File: src/rtl/sched_pkg.sv
// Shared types for the layer scheduler.
//   op_t    : layer command opcode (CONV, POOL, NL, reserved)
//   owner_t : which engine currently owns the PE array and BUF1/BUF2 m1 paths
//   state_t : scheduler FSM state
//   cmd_t   : one queued layer command {op, swap, last}
// owner_of() maps an opcode to its owner code. The reserved op maps to NONE,
// so that op can never grant ownership.
package sched_pkg;

    typedef enum logic [1:0] {
        OP_CONV = 2'd0,
        OP_POOL = 2'd1,
        OP_NL   = 2'd2,
        OP_RSVD = 2'd3
    } op_t;

    typedef enum logic [1:0] {
        OWN_NONE = 2'd0,
        OWN_CONV = 2'd1,
        OWN_POOL = 2'd2,
        OWN_NL   = 2'd3
    } owner_t;

    typedef enum logic [2:0] {
        ST_IDLE   = 3'd0,
        ST_FETCH  = 3'd1,
        ST_LAUNCH = 3'd2,
        ST_WAIT   = 3'd3,
        ST_SWAP   = 3'd4,
        ST_FINISH = 3'd5
    } state_t;

    typedef struct packed {
        op_t  op;
        logic swap;
        logic last;
    } cmd_t;

    function automatic owner_t owner_of(input op_t op);
        case (op)
            OP_CONV: return OWN_CONV;
            OP_POOL: return OWN_POOL;
            OP_NL:   return OWN_NL;
            default: return OWN_NONE;
        endcase
    endfunction

endpackage

File: src/rtl/sched_cmd_fifo.sv
// Synchronous show-ahead FIFO of layer commands.
// Ports:
//   clk_i    core clock
//   rst_ni   synchronous active-low reset (empties the FIFO)
//   flush_i  synchronous flush (empties the FIFO; wins over push/pop)
//   push_i   write data_i when not full
//   data_i   command to enqueue
//   pop_i    drop the head entry when not empty
//   data_o   head entry (valid when empty_o = 0)
//   full_o   DEPTH entries held
//   empty_o  no entries held
// The pointers carry one extra wrap bit so full and empty are told apart
// without an occupancy counter. DEPTH must be a power of two, >= 2.
module sched_cmd_fifo
    import sched_pkg::*;
#(
    parameter int unsigned DEPTH = 8
) (
    input  logic clk_i,
    input  logic rst_ni,
    input  logic flush_i,
    input  logic push_i,
    input  cmd_t data_i,
    input  logic pop_i,
    output cmd_t data_o,
    output logic full_o,
    output logic empty_o
);

    localparam int unsigned AW = $clog2(DEPTH);

    logic [AW:0] wr_q, wr_d;
    logic [AW:0] rd_q, rd_d;
    cmd_t        mem_q [DEPTH];
    logic        do_push;
    logic        do_pop;

    assign full_o  = (wr_q[AW] != rd_q[AW]) && (wr_q[AW-1:0] == rd_q[AW-1:0]);
    assign empty_o = (wr_q == rd_q);
    assign do_push = push_i && !full_o;
    assign do_pop  = pop_i && !empty_o;
    assign data_o  = mem_q[rd_q[AW-1:0]];

    always_comb begin
        wr_d = wr_q;
        rd_d = rd_q;
        if (flush_i) begin
            wr_d = '0;
            rd_d = '0;
        end else begin
            if (do_push) wr_d = wr_q + 1'b1;
            if (do_pop)  rd_d = rd_q + 1'b1;
        end
    end

    always_ff @(posedge clk_i) begin
        if (!rst_ni) begin
            wr_q <= '0;
            rd_q <= '0;
        end else begin
            wr_q <= wr_d;
            rd_q <= rd_d;
        end
    end

    // Storage holds data only; the pointers alone define what is valid.
    always_ff @(posedge clk_i) begin
        if (do_push && !flush_i) mem_q[wr_q[AW-1:0]] <= data_i;
    end

endmodule

File: src/rtl/layer_sched.sv
// Layer-level scheduler: queues CONV/POOL/NL layer commands and launches one
// engine controller at a time, granting it the shared PE array and the
// BUF1/BUF2 m1 control paths through owner_sel. Tracks the buffer ping-pong
// direction across layers.
// Ports:
//   clk, rst (sync, active-low)
//   cmd_valid/cmd_ready/cmd_op/cmd_swap/cmd_last   command enqueue
//   go                                             start executing the queue
//   conv_start/pool_start/nl_start                 1-cycle engine starts
//   conv_done/pool_done/nl_done                    1-cycle engine completions
//   owner_sel     0 NONE, 1 CONV, 2 POOL, 3 NL
//   aybz_azby     0 = read BUF1/write BUF2, 1 = reverse
//   busy, layer_cnt, done, err
// Optional feature: define LAYER_SCHED_WDOG_EN for a WAIT-state watchdog
// (WDOG_W >= 2) that aborts a hung layer back to IDLE with err set and the
// command FIFO flushed. Without it WAIT waits indefinitely.
// Every output is a flop loaded from the next-state values, so each output
// reflects the state that the FSM is in during that same cycle.
module layer_sched
    import sched_pkg::*;
#(
    parameter int unsigned DEPTH  = 8,
    parameter int unsigned CNT_W  = 8,
    parameter int unsigned WDOG_W = 24
) (
    input  logic             clk,
    input  logic             rst,
    input  logic             cmd_valid,
    output logic             cmd_ready,
    input  logic [1:0]       cmd_op,
    input  logic             cmd_swap,
    input  logic             cmd_last,
    input  logic             go,
    output logic             conv_start,
    output logic             pool_start,
    output logic             nl_start,
    input  logic             conv_done,
    input  logic             pool_done,
    input  logic             nl_done,
    output logic [1:0]       owner_sel,
    output logic             aybz_azby,
    output logic             busy,
    output logic [CNT_W-1:0] layer_cnt,
    output logic             done,
    output logic             err
);

    state_t           state_q, state_d;
    cmd_t             cur_q, cur_d;
    logic             go_q;
    logic             aybz_q, aybz_d;
    logic [CNT_W-1:0] cnt_q, cnt_d;
    logic             err_q, err_d;
    owner_t           owner_q, owner_d;
    logic             conv_start_q, pool_start_q, nl_start_q;
    logic             busy_q, done_q;

    cmd_t             fifo_in, fifo_out;
    logic             fifo_full, fifo_empty;
    logic             fifo_pop, fifo_flush;
    logic             match_done, other_done;
    logic             wdog_hit;

    always_comb begin
        fifo_in      = '0;
        fifo_in.op   = op_t'(cmd_op);
        fifo_in.swap = cmd_swap;
        fifo_in.last = cmd_last;
    end

    sched_cmd_fifo #(
        .DEPTH (DEPTH)
    ) u_fifo (
        .clk_i   (clk),
        .rst_ni  (rst),
        .flush_i (fifo_flush),
        .push_i  (cmd_valid),
        .data_i  (fifo_in),
        .pop_i   (fifo_pop),
        .data_o  (fifo_out),
        .full_o  (fifo_full),
        .empty_o (fifo_empty)
    );

    assign cmd_ready = !fifo_full;

    // Split the done inputs into the one belonging to the running layer and
    // any stray completion from an engine that should be idle.
    always_comb begin
        match_done = 1'b0;
        other_done = 1'b0;
        case (cur_q.op)
            OP_CONV: begin
                match_done = conv_done;
                other_done = pool_done | nl_done;
            end
            OP_POOL: begin
                match_done = pool_done;
                other_done = conv_done | nl_done;
            end
            OP_NL: begin
                match_done = nl_done;
                other_done = conv_done | pool_done;
            end
            default: begin
                match_done = 1'b0;
                other_done = conv_done | pool_done | nl_done;
            end
        endcase
    end

`ifdef LAYER_SCHED_WDOG_EN
    logic [WDOG_W-1:0] wdog_q;

    // Count 0 is the WAIT entry cycle; the abort happens on the edge where
    // the count would reach all-ones, i.e. after 2^WDOG_W-1 WAIT cycles.
    assign wdog_hit = (state_q == ST_WAIT) &&
                      (wdog_q == {{(WDOG_W-1){1'b1}}, 1'b0});

    always_ff @(posedge clk) begin
        if (!rst) begin
            wdog_q <= '0;
        end else if (state_q == ST_WAIT && state_d == ST_WAIT) begin
            wdog_q <= wdog_q + 1'b1;
        end else begin
            wdog_q <= '0;
        end
    end
`else
    assign wdog_hit = 1'b0;

    // WDOG_W sizes nothing in this build; it stays in the parameter list so
    // both builds share one interface.
    if (WDOG_W == 0) begin : g_wdog_w_unused
    end
`endif

    always_comb begin
        state_d    = state_q;
        cur_d      = cur_q;
        aybz_d     = aybz_q;
        cnt_d      = cnt_q;
        err_d      = err_q;
        fifo_pop   = 1'b0;
        fifo_flush = 1'b0;
        case (state_q)
            ST_IDLE: begin
                if (go_q) begin
                    state_d = ST_FETCH;
                    cnt_d   = '0;
                    err_d   = 1'b0;
                end
            end
            ST_FETCH: begin
                // Empty FIFO is an underrun: wait here, still busy.
                if (!fifo_empty) begin
                    fifo_pop = 1'b1;
                    cur_d    = fifo_out;
                    state_d  = ST_LAUNCH;
                end
            end
            ST_LAUNCH: begin
                if (cur_q.op == OP_RSVD) begin
                    err_d   = 1'b1;
                    state_d = ST_SWAP;
                end else begin
                    state_d = ST_WAIT;
                end
            end
            ST_WAIT: begin
                if (other_done) err_d = 1'b1;
                if (match_done) begin
                    state_d = ST_SWAP;
                end else if (wdog_hit) begin
                    err_d      = 1'b1;
                    fifo_flush = 1'b1;
                    state_d    = ST_IDLE;
                end
            end
            ST_SWAP: begin
                aybz_d  = aybz_q ^ cur_q.swap;
                cnt_d   = cnt_q + 1'b1;
                state_d = cur_q.last ? ST_FINISH : ST_FETCH;
            end
            ST_FINISH: begin
                state_d = ST_IDLE;
            end
            default: begin
                state_d = ST_IDLE;
            end
        endcase
    end

    // Ownership covers LAUNCH and WAIT only; SWAP is the NONE drain gap.
    // The reserved op maps to NONE through owner_of().
    always_comb begin
        owner_d = OWN_NONE;
        if (state_d == ST_LAUNCH || state_d == ST_WAIT) owner_d = owner_of(cur_d.op);
    end

    always_ff @(posedge clk) begin
        if (!rst) begin
            state_q      <= ST_IDLE;
            go_q         <= 1'b0;
            aybz_q       <= 1'b0;
            cnt_q        <= '0;
            err_q        <= 1'b0;
            owner_q      <= OWN_NONE;
            conv_start_q <= 1'b0;
            pool_start_q <= 1'b0;
            nl_start_q   <= 1'b0;
            busy_q       <= 1'b0;
            done_q       <= 1'b0;
        end else begin
            state_q      <= state_d;
            // go is registered so a go seen outside IDLE can never leak
            // into the following IDLE cycle.
            go_q         <= go && (state_q == ST_IDLE);
            aybz_q       <= aybz_d;
            cnt_q        <= cnt_d;
            err_q        <= err_d;
            owner_q      <= owner_d;
            conv_start_q <= (state_d == ST_LAUNCH) && (cur_d.op == OP_CONV);
            pool_start_q <= (state_d == ST_LAUNCH) && (cur_d.op == OP_POOL);
            nl_start_q   <= (state_d == ST_LAUNCH) && (cur_d.op == OP_NL);
            busy_q       <= (state_d != ST_IDLE);
            done_q       <= (state_d == ST_FINISH);
        end
    end

    // The current command is data: only meaningful after a FETCH loads it.
    always_ff @(posedge clk) begin
        cur_q <= cur_d;
    end

    assign conv_start = conv_start_q;
    assign pool_start = pool_start_q;
    assign nl_start   = nl_start_q;
    assign owner_sel  = owner_q;
    assign aybz_azby  = aybz_q;
    assign busy       = busy_q;
    assign layer_cnt  = cnt_q;
    assign done       = done_q;
    assign err        = err_q;

endmodule
File: config.mk
export PLATFORM = sky130hd
export DESIGN_NAME = layer_sched
export DESIGN_NICKNAME = d
export VERILOG_FILES = /design/src/rtl/sched_pkg.sv /design/src/rtl/sched_cmd_fifo.sv /design/src/rtl/layer_sched.sv
export SDC_FILE = /design/constraint.sdc
export NUM_CORES = 1
export LEC_CHECK = 0
export BUFFER_PORTS_ARGS = -buffer_cell sky130_fd_sc_hd__buf_2
export CORE_MARGIN = 2
export CORE_UTILIZATION = 48
export CTS_BUF_LIST = sky130_fd_sc_hd__clkbuf_2 sky130_fd_sc_hd__clkbuf_4 sky130_fd_sc_hd__clkbuf_8
export DETAILED_ROUTE_END_ITERATION = 16
export GPL_TIMING_DRIVEN = 0
export PLACE_DENSITY = 0.7
export RECOVER_POWER = 50
export SYNTH_ARGS = -nofsm -noshare
export SYNTH_HDL_FRONTEND = slang
export SYNTH_SLANG_ARGS = --single-unit
File: constraint.sdc
create_clock -name clk -period 1.91 [get_ports clk]
set_clock_uncertainty 0.15 [all_clocks]
set_input_delay 0.2865 -clock clk [delete_from_list [all_inputs] [get_ports clk]]
set_output_delay 0.2865 -clock clk [all_outputs]
set_load 0.01 [all_outputs]
Word-level counts from Yosys, hierarchy flattened
Memories as Yosys holds them, arrays and structs flattened. A register that Yosys moved wholly into a read port is not among the register bits. Cells that the tools add are included.

Memories: 1. Word-level logic and storage cells: 87. Flip-flop bits (word level): 33. Bits in writable memories: 32. Output and inout port bits: 18. Input bits: 11.

Memories: u_fifo.mem_q (words 8, width 4, rd ports 1, clocked after Yosys merged registers in 1, wr ports 1, line sched_cmd_fifo.sv:34) `cmd_t mem_q [DEPTH];`.

Reductions and logical operators: 20. Add/sub/neg operators: 3. Multiplexer cells: 23. Equal/unequal tests: 18. Bitwise operators: 6.

Operators with widths (count): 3-bit 2-to-1 mux (7); 8-bit one-hot mux with 2 select lines (1); 3-bit one-hot mux with 5 select lines (1); 3-bit by 2-bit == test with 1-bit output, second input constant (4); 1-bit one-hot mux with 3 select lines (3); 4-bit by 1-bit adder with 4-bit output, second input constant (2); 8-bit by 1-bit adder with 8-bit output, second input constant (1); 4-bit 2-to-1 mux (2); 8-bit 2-to-1 mux (1); 1-bit logical AND (7); 1-bit 2-to-1 mux (7); 2-bit == test, second input constant (3); 3-bit == test, second input constant (2); 2-bit != test, second input constant (3); 2-bit one-hot mux with 3 select lines (1); 2-bit AND reduction (3); 3-bit nonzero test (2); 2-bit by 1-bit == test with 1-bit output, second input constant (2); 4-bit == test (1); 2-bit logical NOT (2); 1-bit OR (4); 4-bit AND reduction (1); 3-bit by 1-bit == test with 1-bit output, second input constant (1); 3-bit == test (1); other kinds (7) (8).

Longest topological paths before layout
Gate-level depths: netlist (run 1).

Depth in word-level cells: 7. Depth in mapped cells: 8. Depth with buffers taken out: 6.

Hierarchy
From an unflattened synthesis (run 1), not the netlist that was laid out.

Cells, all modules: 257. Area, all modules: 3138.0 sq um.

Modules (own cells, without submodules): sched_cmd_fifo (area an instance 1974.4 sq um, sequential area each 1181.1 sq um, cells an instance 131, instances 1); layer_sched (area an instance 1163.6 sq um, sequential area each 520.5 sq um, cells an instance 126, instances 1).

Worst setup path after synthesis (run 1)
No wires, ideal clock.

Path kind: register to register. Start point: register state_q[0]. End point: register owner_q[1], in the netlist owner_sel[1]. Period minus slack after synthesis: 2.008 ns. Cell stages (with the launch flop): 7. Buffers on the path: 1. Setup time: 0.115 ns. Slack: -0.098 ns. Arrival time: 1.743 ns. Data required time: 1.645 ns. Cells stage by stage: dfxtp_1 > or3b_1 > a41o_1 > buf_2 > o21a_1 > ha_1 > and3_1.

Word-level cells in the longest chain between the ends: 5. Elaborated cells between the ends (all ways): 18. Classes of those cells: 8 x eq/ne; 6 x mux; 4 x reduce/logical.

RTL lines: from (decl) (line layer_sched.sv:48) `state_t state_q, state_d;`; from (signal assigned) (line layer_sched.sv:215) `state_q <= state_d;`; 3-bit == test (tied with other cells) (line layer_sched.sv:146) `case (state_q)`; 3-bit one-hot mux with 5 select lines (line layer_sched.sv:146); 3-bit by 2-bit == test with 1-bit output (line layer_sched.sv:198) `if (state_d == ST_LAUNCH || state_d == ST_WAIT) owner_d = owner_of(cur_d.op);`; 1-bit logical OR (line layer_sched.sv:198); 2-bit AND reduction (no source line); to (signal assigned) (line layer_sched.sv:222) `owner_q <= owner_d;`; to (decl) (line layer_sched.sv:54) `owner_t owner_q, owner_d;`.

Parallel ways exist; a longest one is shown, timed or not. A chain may end at the register's enable or synchronous reset.

Final worst setup path (run 1)
Same ends and word-level chain as after synthesis.

==> parameters.txt, run 1 <==
Parameter                              Value

Final layout
  Inserted Diodes ... 0
  Sequential cell area ... 1709 um^2
  P&R area growth vs syn ... 21.14%
  Final layout net count ... slightly above 300
  Share of cells above drive strength 1 ... roughly a quarter
  Number of inserted filler cells in the final layout ... 485
  Post-route core utilization ... roughly 60%
  Area of the multi-input gates ... ~1300 um^2
  Final std cells w/o fill ... ~370

Run
  Number of max-cap violations ... 0

STA
  Minimum setup slack in the final design ... -0.09726 ns
  Final critical delay including setup and external delays ... between 2 and 2.5 ns
  Final-layout setup total negative slack ... -0.1655 ns
  Period utilization ... 105.1%
  Final-report hold violation count ... 0
  Highest Clock Rate ... roughly 500 MHz
  Actual slew at the worst max-slew pin ... 0.5304 ns
  Relative max-transition margin ... 64.64%
  Setup violations, final ... 2
  Number of pins with negative max-slew slack in the final report ... 0
  Worst Hold Slack ... slightly below 0.07 ns
  Unrepaired setup endpoints after global routing ... true

Clock network
  Number of buffers added by the clock tree synthesis step ... 9
  Clk_lat worst skew ... between 0.3 and 0.4 ns
  Buffer type at the clock tree root ... sky130_fd_sc_hd__clkbuf_8
  Num Clock Sinks ... roughly 70
  Clock transition at the registers of the reported paths ... 0.08 ns
  H-tree depth ... 3
  Buffer depth of the longest clock path ... 2
  Clock tree from TritonCTS ... built

Yosys
  Post-synthesis instance total ... 241
  Most used flip-flop cell after synthesis ... sky130_fd_sc_hd__edfxtp_1
  Sequential share of the synthesized area ... 57.97%
  Number of enable flip-flop cells after synthesis ... 34
  Synthesized net count ... approximately 260
  Number of register bits inferred by synthesis ... 68
  Cell area after technology mapping ... between 2000 and 3000 um^2
  Mean post-synth cell area ... 12.18 um^2
  Number of synthesis warnings ... 0
  Async set-reset flop share out of synthesis ... 0%
  Number of distinct library cell variants in the gate-level netlist after synthesis ... between 40 and 50

Detailed routing
  Antenna violation net count after detailed routing ... 0
  Sum of routed wire length over all layers ... 5830 um
  Remaining routing DRC violations ... 0
  Routed wirelength normalized by instance count ... approximately 16 um
  First-pass iteration count of the detailed router ... 4
  DR vias/cell ... ~5.4
  DRC marker count from the first detailed-route iteration ... 84
  Routed via count ... between 1,500 and 2,000

Min path
  Hold EP ... layer_cnt[6]$_SDFFE_PN0P_
  Class of the most critical hold timing path ... input port to flop
  Launch point of the worst hold path ... rst
  Cell depth of the worst hold path ... 3

Floorplanning
  Initial core utilization ... between 40% and 50%
  Die X ... just over 80 um
  Die height ... around 82 um
  Placeable core area ... slightly below 6000 um^2
  Total I/O pin count ... 29
  Overall die area ... ~6800 um^2
  Number of rows created at floorplan ... 28

Global route
  Initial antenna violation count ... 0
  Pin count of the biggest net entering global routing ... 15
  Via count of the first global-routing pass ... around 1,900
  Global-route wire length before repair ... a little over 9000 um
  Global route overflow ... 0
  GR Util All Layers ... between 10% and 20%

Place
  Detailed placement HPWL ... 3879 um
  Quantity of I/O buffers inserted on ports ... 28
  Number of cells in the design after placement ... 344
  Weighted congestion reported at the end of routability-driven placement ... 0.7764

Power
  Total power divided by cell area ... between 900 and 1000 nW/um^2
  Worst IR Drop VDD ... roughly 600 uV
  Tot Pwr ... ~3.5 mW
  Leakage power ... 1.278 nW

Outcome
  Failing checks ... setup timing
  Result of the run ... finished with violations

Setup path
  Worst reg-to-reg path cell count ... 6
  R2r endpoint ... owner_sel[1]$_SDFF_PN0_
  Category of the worst setup path capture point ... flop
  Largest stage delay on the critical path ... around 0.38 ns
  Sequence of cells on the critical path ... or3b_4 -> a41o_1 -> buf_6 -> o21a_1 -> ha_1 -> and3_1
  Required time reported for the critical path endpoint ... 2.01 ns
  CP Data Arrival Time ... approximately 2.1 ns
  Category of the worst setup path launch point ... flop
  Critical path fanouts, max ... 10
  Reg2reg start ... state_q[0]$_SDFF_PN0_
  Path type of the worst setup path ... flop to flop
  Cell with the biggest individual delay on the critical path ... sky130_fd_sc_hd__or3b_4
  R2r setup slk ... -0.1 ns
==> report_power, final <==
group	switching, mW	internal, mW
sequential	0.0560	1.61
combinational	0.306	0.253
clock	0.617	0.623
total	0.979	2.48
==> worst max path at each step <==
stage / start / to / slack, ns
global route: flop / owner_sel[1]$_SDFF_PN0_ / -0.15
detailed placement: u_fifo.wr_q[2]$_SDFFE_PN0P_ / u_fifo.mem_q[7][3]$_DFFE_PP_ / -0.48
floorplan: state_q[0]$_SDFF_PN0_ / owner_sel[1]$_SDFF_PN0_ / -0.02
global placement: u_fifo.wr_q[2]$_SDFFE_PN0P_ / u_fifo.mem_q[7][3]$_DFFE_PP_ / -0.44
finish: state_q[0]$_SDFF_PN0_ / owner_sel[1]$_SDFF_PN0_ / -0.1
CTS: state_q[0]$_SDFF_PN0_ / owner_sel[1]$_SDFF_PN0_ / -0.11
==> repair_timing <==
| item | in CTS | in global routing |
|---|---|---|
| pin swaps | 5 | 4 |
| setup buffers | 6 | 2 |
| resized for setup | 16 | 19 |
| endpoints found under the setup margin | 31 | 47 |
| hold buffers | 1 | 0 |
| hold endpoints to repair | 1 | 0 |
==> logic make-up (layout without fill, tap and decap cells) <==
kind of cell	count (synthesis)	after routing	synth area share [%]
XOR/XNOR	8	8	2.387
flip-flops	68	68	57.97
AO/OA/AOI/OAI	41	41	9.762
multiplexers	15	15	8.610
buffers and inverters	20	71	2.728
adder cells (fa/ha/maj)	6	6	2.557
AND/OR/NAND/NOR	83	83	15.98
==> routing by layer <==
layer	global-route usage [%]	up-vias	part of all wire, %
met1	22.50	950	45
met5	0	-	0
met3	6.196	8	4.6
met4	9.167	0	2.3
met2	31.53	39	48
li1	-	985	-
==> per-stage QoR <==
| stage | cell area (um^2) | setup slack (ns) |
|---|---|---|
| 6_report | 3556 | -0.09726 |
| 4_1_cts | 3503 | -0.1107 |
| 3_3_place_gp | 3194 | -0.4407 |
| 3_5_place_dp | 3194 | -0.4750 |
| 2_1_floorplan | 2960 | -0.02468 |
| 5_1_grt | 3556 | -0.1472 |
==> cell usage in the layout (no fill, tap or decap), types with 2 or more instances in the layout <==
cell	synthesis	routed
sky130_fd_sc_hd__nor2_2	0	5
sky130_fd_sc_hd__nand3b_1	6	6
sky130_fd_sc_hd__edfxtp_1	34	34
sky130_fd_sc_hd__and3_1	9	9
sky130_fd_sc_hd__buf_4	0	8
sky130_fd_sc_hd__nand2_1	11	11
sky130_fd_sc_hd__nor2b_1	5	5
sky130_fd_sc_hd__buf_2	3	7
sky130_fd_sc_hd__nor3_4	0	2
sky130_fd_sc_hd__clkbuf_8	0	9
sky130_fd_sc_hd__mux4_2	8	8
sky130_fd_sc_hd__or3_1	2	2
sky130_fd_sc_hd__nor2_1	12	7
sky130_fd_sc_hd__a21boi_0	6	6
sky130_fd_sc_hd__dfxtp_2	0	3
sky130_fd_sc_hd__nand3_1	8	7
sky130_fd_sc_hd__buf_6	0	3
sky130_fd_sc_hd__dfxtp_1	34	30
sky130_fd_sc_hd__inv_6	0	4
sky130_fd_sc_hd__clkbuf_1	9	28
sky130_fd_sc_hd__and2_1	5	5
sky130_fd_sc_hd__mux2_2	2	2
sky130_fd_sc_hd__ha_1	6	6
sky130_fd_sc_hd__nand4_1	4	4
sky130_fd_sc_hd__inv_1	7	6
sky130_fd_sc_hd__xnor2_2	0	2
sky130_fd_sc_hd__mux2i_1	5	3
sky130_fd_sc_hd__clkinvlp_4	0	2
sky130_fd_sc_hd__o21a_1	5	5
sky130_fd_sc_hd__a2111oi_0	2	2
sky130_fd_sc_hd__a41o_1	2	2
sky130_fd_sc_hd__o21ai_1	0	3
sky130_fd_sc_hd__nand2b_1	9	9
sky130_fd_sc_hd__a21oi_1	2	2
sky130_fd_sc_hd__o21ai_0	13	10
sky130_fd_sc_hd__nand4b_1	2	2
sky130_fd_sc_hd__xnor2_1	7	4
sky130_fd_sc_hd__nor3_1	6	3
==> area by class of cell <==
cell class,instances,share of cell area [%]
buffer,11,1.830
inverter,7,0.8445
tap,75,2.639
timing repair buffer,37,5.172
multi-input combinational,153,35.68
clock inverter,7,2.287
clock buffer,9,3.483
sequential,68,48.06
==> synth_stat cells, types with 2 or more instances <==
master	number	area, um^2
sky130_fd_sc_hd__o21ai_0	13	65.06
sky130_fd_sc_hd__or3_1	2	12.51
sky130_fd_sc_hd__nand3b_1	6	45.04
sky130_fd_sc_hd__edfxtp_1	34	1021
sky130_fd_sc_hd__mux2_2	2	22.52
sky130_fd_sc_hd__nor3_1	6	30.03
sky130_fd_sc_hd__clkbuf_1	9	33.78
sky130_fd_sc_hd__nand4b_1	2	17.52
sky130_fd_sc_hd__a2111oi_0	2	17.52
sky130_fd_sc_hd__mux2i_1	5	50.05
sky130_fd_sc_hd__nor2_1	12	45.04
sky130_fd_sc_hd__a41o_1	2	20.02
sky130_fd_sc_hd__nand4_1	4	25.02
sky130_fd_sc_hd__nand3_1	8	40.04
sky130_fd_sc_hd__o21a_1	5	37.54
sky130_fd_sc_hd__nor2b_1	5	31.28
sky130_fd_sc_hd__buf_2	3	15.01
sky130_fd_sc_hd__xnor2_1	7	61.31
sky130_fd_sc_hd__nand2_1	11	41.29
sky130_fd_sc_hd__ha_1	6	75.07
sky130_fd_sc_hd__mux4_2	8	180.2
sky130_fd_sc_hd__a21oi_1	2	10.01
sky130_fd_sc_hd__dfxtp_1	34	680.7
sky130_fd_sc_hd__and3_1	9	56.30
sky130_fd_sc_hd__nand2b_1	9	56.30
sky130_fd_sc_hd__a21boi_0	6	45.04
sky130_fd_sc_hd__inv_1	7	26.28
sky130_fd_sc_hd__and2_1	5	31.28
==> sequential cells by signal, summed over array words and instances, names as in the netlist, named ones only <==
| signal | cells |
|---|---|
| aybz_azby | 1 |
| nl_start | 1 |
| u_fifo.rd_q | 4 |
| u_fifo.wr_q | 4 |
| state_q | 3 |
| conv_start | 1 |
| u_fifo.mem_q | 32 |
| busy | 1 |
| cur_q | 4 |
| done | 1 |
| go_q | 1 |
| owner_sel | 2 |
| pool_start | 1 |
| err | 1 |
| layer_cnt | 8 |
==> critical path, delay by kind of cell (launching register included) <==
| family | cells | cell delay (ns) |
|---|---|---|
| AND/OR/NAND/NOR | 2 | 0.55 |
| AO/OA/AOI/OAI | 2 | 0.42 |
| flip-flops | 1 | 0.35 |
| adder cells (fa/ha/maj) | 1 | 0.29 |
| buffers and inverters | 1 | 0.14 |
No activity file was read; power rests on OpenSTA's default activity.
==> run 2, diff against run 1 <==
PLACE_DENSITY = 0.69   (was 0.7)
SYNTH_HIERARCHICAL = 1   (was not set)
==> run 2 against run 1 <==
- the run still ends with setup timing left
- area after synthesis up 6.9%
- global-route usage down 0.21 points
- power shrank 1.4%
- critical path depth up 1
- combinational power down 31%
- flip-flop and latch count did not move
- synthesized cell count grew 6.6%
- critical endpoint is now pool_start$_SDFF_PN0_
- critical path type unchanged
- routed wire length is 14% higher
- hold slack lost 0.048 ns
==> parameters.txt, run 2 <==
Parameter                              Value

Global route
  Global-route wire length before repair ... 10,280 um (+13%)
  Grt met2 use ... 30.57% (-0.97 points)
  Global route overflow ... 0 (unchanged)
  Most used routing layer ... met2
  GR Util All Layers ... 18.90% (-0.21 points)
  Initial antenna violation count ... 0 (unchanged)
  Via count of the first global-routing pass ... 2,090 (+10%)
  GR met3 Demand/Resource ... 6.128% (-0.067 points)
  Pin count of the biggest net entering global routing ... 18 (+3)
  Global Route met1 Usage ... 23.95% (+1.5 points)

Floorplanning
  Die height ... 84.86 um (+3.2%)
  Die X ... 84.86 um (+3.2%)
  Number of rows created at floorplan ... 29 (+3.6%)
  Placeable core area ... 6350 um^2 (+7.2%)
  Initial core utilization ... 49.42% (-0.16 points)
  Total I/O pin count ... 29 (unchanged)
  Overall die area ... 7200 um^2 (+6.6%)

Detailed routing
  First-pass iteration count of the detailed router ... 4 (unchanged)
  Sum of routed wire length over all layers ... 6666 um (+14%)
  Routed via count ... 2,241 (+13%)
  Antenna violation net count after detailed routing ... 0 (unchanged)
  DR vias/cell ... 5.575 (+3.2%)
  DRC marker count from the first detailed-route iteration ... 110 (+31%)
  Routed wirelength normalized by instance count ... 16.58 um (+4.4%)
  Remaining routing DRC violations ... 0 (unchanged)

Yosys
  Number of register bits inferred by synthesis ... 68 (unchanged)
  Number of distinct library cell variants in the gate-level netlist after synthesis ... 51 (+13%)
  Mean post-synth cell area ... 12.21 um^2 (+0.25%)
  Most area-hungry cell type in the Yosys netlist ... sky130_fd_sc_hd__edfxtp_1
  Number of synthesis warnings ... 6 (+6)
  Most used flip-flop cell after synthesis ... sky130_fd_sc_hd__edfxtp_1
  Largest cells by area after synthesis ... sky130_fd_sc_hd__edfxtp_1 33%, sky130_fd_sc_hd__dfxtp_1 22%, sky130_fd_sc_hd__mux4_2 5.7%
  Sequential share of the synthesized area ... 54.23% (-3.7 points)
  Area share of the largest cell type after synthesis ... 32.54% (-2.2 points)
  Async set-reset flop share out of synthesis ... 0% (unchanged)
  Most numerous cell types in the synthesized netlist ... 34 x sky130_fd_sc_hd__dfxtp_1, 34 x sky130_fd_sc_hd__edfxtp_1, 17 x sky130_fd_sc_hd__nand2_1, 15 x sky130_fd_sc_hd__nor2_1, 12 x sky130_fd_sc_hd__mux2i_1
  Number of enable flip-flop cells after synthesis ... 34 (unchanged)
  Post-synthesis instance total ... 257 (+6.6%)
  Cell area after technology mapping ... 3138 um^2 (+6.9%)

Min path
  Cell depth of the worst hold path ... 3 (unchanged)
  Hold EP ... go_q$_SDFF_PN0_
  Launch point of the worst hold path ... go
  Class of the most critical hold timing path ... input port to flop

Setup path
  Cell with the biggest individual delay on the critical path ... sky130_fd_sc_hd__dfxtp_4
  Cell depth of the worst setup path ... 7 (+1)
  Largest stage delay on the critical path ... 0.44 ns (+0.06 ns)
  Path type of the worst setup path ... flop to flop
  R2r endpoint ... pool_start$_SDFF_PN0_
  CP Data Arrival Time ... 2.26 ns (+0.15 ns)
  Reg2reg start ... u_fifo/wr_q[3]$_SDFFE_PP0P_
  Worst reg-to-reg path cell count ... 7 (+1)
  Sequence of cells on the critical path ... xor2_4 -> nor4_4 -> nor4b_4 -> buf_4 -> mux2_4 -> ha_1 -> and3_1
  Cell family with the largest share of critical-path delay ... simple AND/OR/NAND/NOR gates
  Critical path buffer and inverter count ... 1 (unchanged)
  Category of the worst setup path capture point ... flop
  Category of the worst setup path launch point ... flop
  First element of the critical path ... u_fifo/wr_q[3]$_SDFFE_PP0P_
  Required time reported for the critical path endpoint ... 2.00 ns (about the same)
  Critical path fanouts, max ... 7 (-3)
  R2r setup slk ... -0.26 ns (-0.16 ns)

STA
  Relative max-transition margin ... 63.05% (-1.6 points)
  Period utilization ... 113.5% (+8.4 points)
  Final-report hold violation count ... 0 (unchanged)
  Final critical delay including setup and external delays ... 2.169 ns (+0.1614 ns)
  Number of pins with negative max-slew slack in the final report ... 0 (unchanged)
  Highest Clock Rate ... 461.1 MHz (-7.4%)
  Actual slew at the worst max-slew pin ... 0.5504 ns (+0.01996 ns)
  Minimum setup slack in the final design ... -0.2586 ns (-0.1614 ns)
  Unrepaired setup endpoints after global routing ... true
  Worst Hold Slack ... 0.01947 ns (-0.04781 ns)
  Final-layout setup total negative slack ... -2.820 ns (-2.655 ns)
  Setup violations, final ... 15 (+13)

Clock network
  Number of buffers added by the clock tree synthesis step ... 9 (unchanged)
  H-tree depth ... 3 (unchanged)
  Clock transition at the registers of the reported paths ... 0.08 ns (about the same)
  Number of buffers added to fix hold violations after cts ... 0 (-1)
  Num Clock Sinks ... 68 (unchanged)
  Buffer depth of the longest clock path ... 2 (unchanged)
  Clk_lat worst skew ... 0.35 ns (about the same)
  Clock tree from TritonCTS ... built
  Buffer type at the clock tree root ... sky130_fd_sc_hd__clkbuf_8

Place
  Quantity of I/O buffers inserted on ports ... 28 (unchanged)
  Weighted congestion reported at the end of routability-driven placement ... 0.7676 (-1.1%)
  Detailed placement HPWL ... 4106 um (+5.8%)
  DP Area ... 3485 um^2 (+9.1%)
  Number of cells in the design after placement ... 364 (+5.8%)
  Post-placement setup slack ... -0.6834 ns (-0.2084 ns)

Power
  Internal Pwr Total ... 2.603 mW (+4.8%)
  Sequential cell fraction of total power ... 45.9% (-2.1 points)
  Leakage power ... 1.448 nW (+13%)
  NetSw ... 0.8095 mW (-17%)
  Total power divided by cell area ... 838.5 nW/um^2 (-14%)
  Tot Pwr ... 3.413 mW (-1.4%)
  Clk network pwr share ... 42.7% (+6.9 points)
  Worst IR Drop VDD ... 665.9 uV (+14%)
  Portion of total power attributed to combinational logic ... 11.3% (-4.9 points)
  Sw frac ... 23.72% (-4.6 points)

Final layout
  Number of inserted filler cells in the final layout ... 475 (-2.1%)
  Final std cells w/o fill ... 402 (+9.5%)
  Most frequent cells in the layout ... 34 x sky130_fd_sc_hd__edfxtp_1, 25 x sky130_fd_sc_hd__clkbuf_1, 25 x sky130_fd_sc_hd__dfxtp_1
  Inserted Diodes ... 0 (unchanged)
  Share of cells above drive strength 1 ... 33.54% (+9.9 points)
  Post-route design area ... 4070 um^2 (+14%)
  Final layout net count ... 337 (+11%)
  Flip-flop count of the largest register after layout ... 32 (unchanged)
  P&R area growth vs syn ... 29.70%
  Leading cell type in the layout, fill and taps excluded ... sky130_fd_sc_hd__edfxtp_1
  Post-route core utilization ... 64.10% (+4.0 points)

Outcome
  Failing checks ... setup timing
  Result of the run ... finished with violations

Run
  Number of max-cap violations ... 0 (unchanged)
run 2: what timing repair did:
| item | in CTS | in global routing |
|---|---|---|
| setup buffers | 15 | 12 |
| pin swaps | 7 | 8 |
| setup endpoints to repair | 52 | 46 |
| resized for setup | 23 | 22 |
run 2: area by class of cell:
| cell class | count | area [um^2] | area share [%] |
|---|---|---|---|
| inverters | 7 | 26.28 | 0.6456 |
| well taps | 77 | 96.34 | 2.367 |
| multi-input cells | 171 | 1597 | 39.23 |
| clock inverters | 6 | 113.9 | 2.797 |
| plain buffers | 9 | 57.56 | 1.414 |
| repair buffers | 54 | 317.8 | 7.808 |
| clock buffers | 10 | 131.4 | 3.228 |
| flip-flops and latches | 68 | 1730 | 42.51 |
run 2: power groups by stage:
stage | clock network (mW) | registers [mW] | logic (mW)
after floorplan | 0 | 1.61 | 0.228
after global placement | 0 | 1.61 | 0.303
after detailed placement | 0 | 1.61 | 0.309
after CTS | 1.48 | 1.57 | 0.346
after global routing | 1.55 | 1.57 | 0.425
final | 1.46 | 1.57 | 0.386
run 2: worst max path at each step:
stage | slack [ns] | to
2_1_floorplan | -0.31 | nl_start$_SDFF_PN0_
3_3_place_gp | -0.63 | nl_start$_SDFF_PN0_
3_5_place_dp | -0.68 | nl_start$_SDFF_PN0_
4_1_cts | -0.21 | nl_start$_SDFF_PN0_
5_1_grt | -0.34 | owner_sel[1]$_SDFF_PN0_
6_report | -0.26 | pool_start$_SDFF_PN0_
run 2: worst min-delay path, cell delays in order:
cell                      delay, ns
sky130_fd_sc_hd__buf_2         0.10
sky130_fd_sc_hd__nand3_1       0.06
sky130_fd_sc_hd__nor2_1        0.03
run 2: metal layers:
layer  part of all wire (%)  vias up
li1                       -     1093
met1                     45     1094
met2                     50       49
met3                    4.2        5
met4                   0.98        0
met5                      0        -
run 2: cells by family after synthesis:
kind of cell,share of synthesized area [%]
and+or+nand+nor,17.90
adders and majority gates,2.392
buffers and inverters,3.469
xor gates and xnor gates,2.751
muxes,11.36
DFF,54.23
AOI/OAI and AO/OA,7.775
other,0.1195
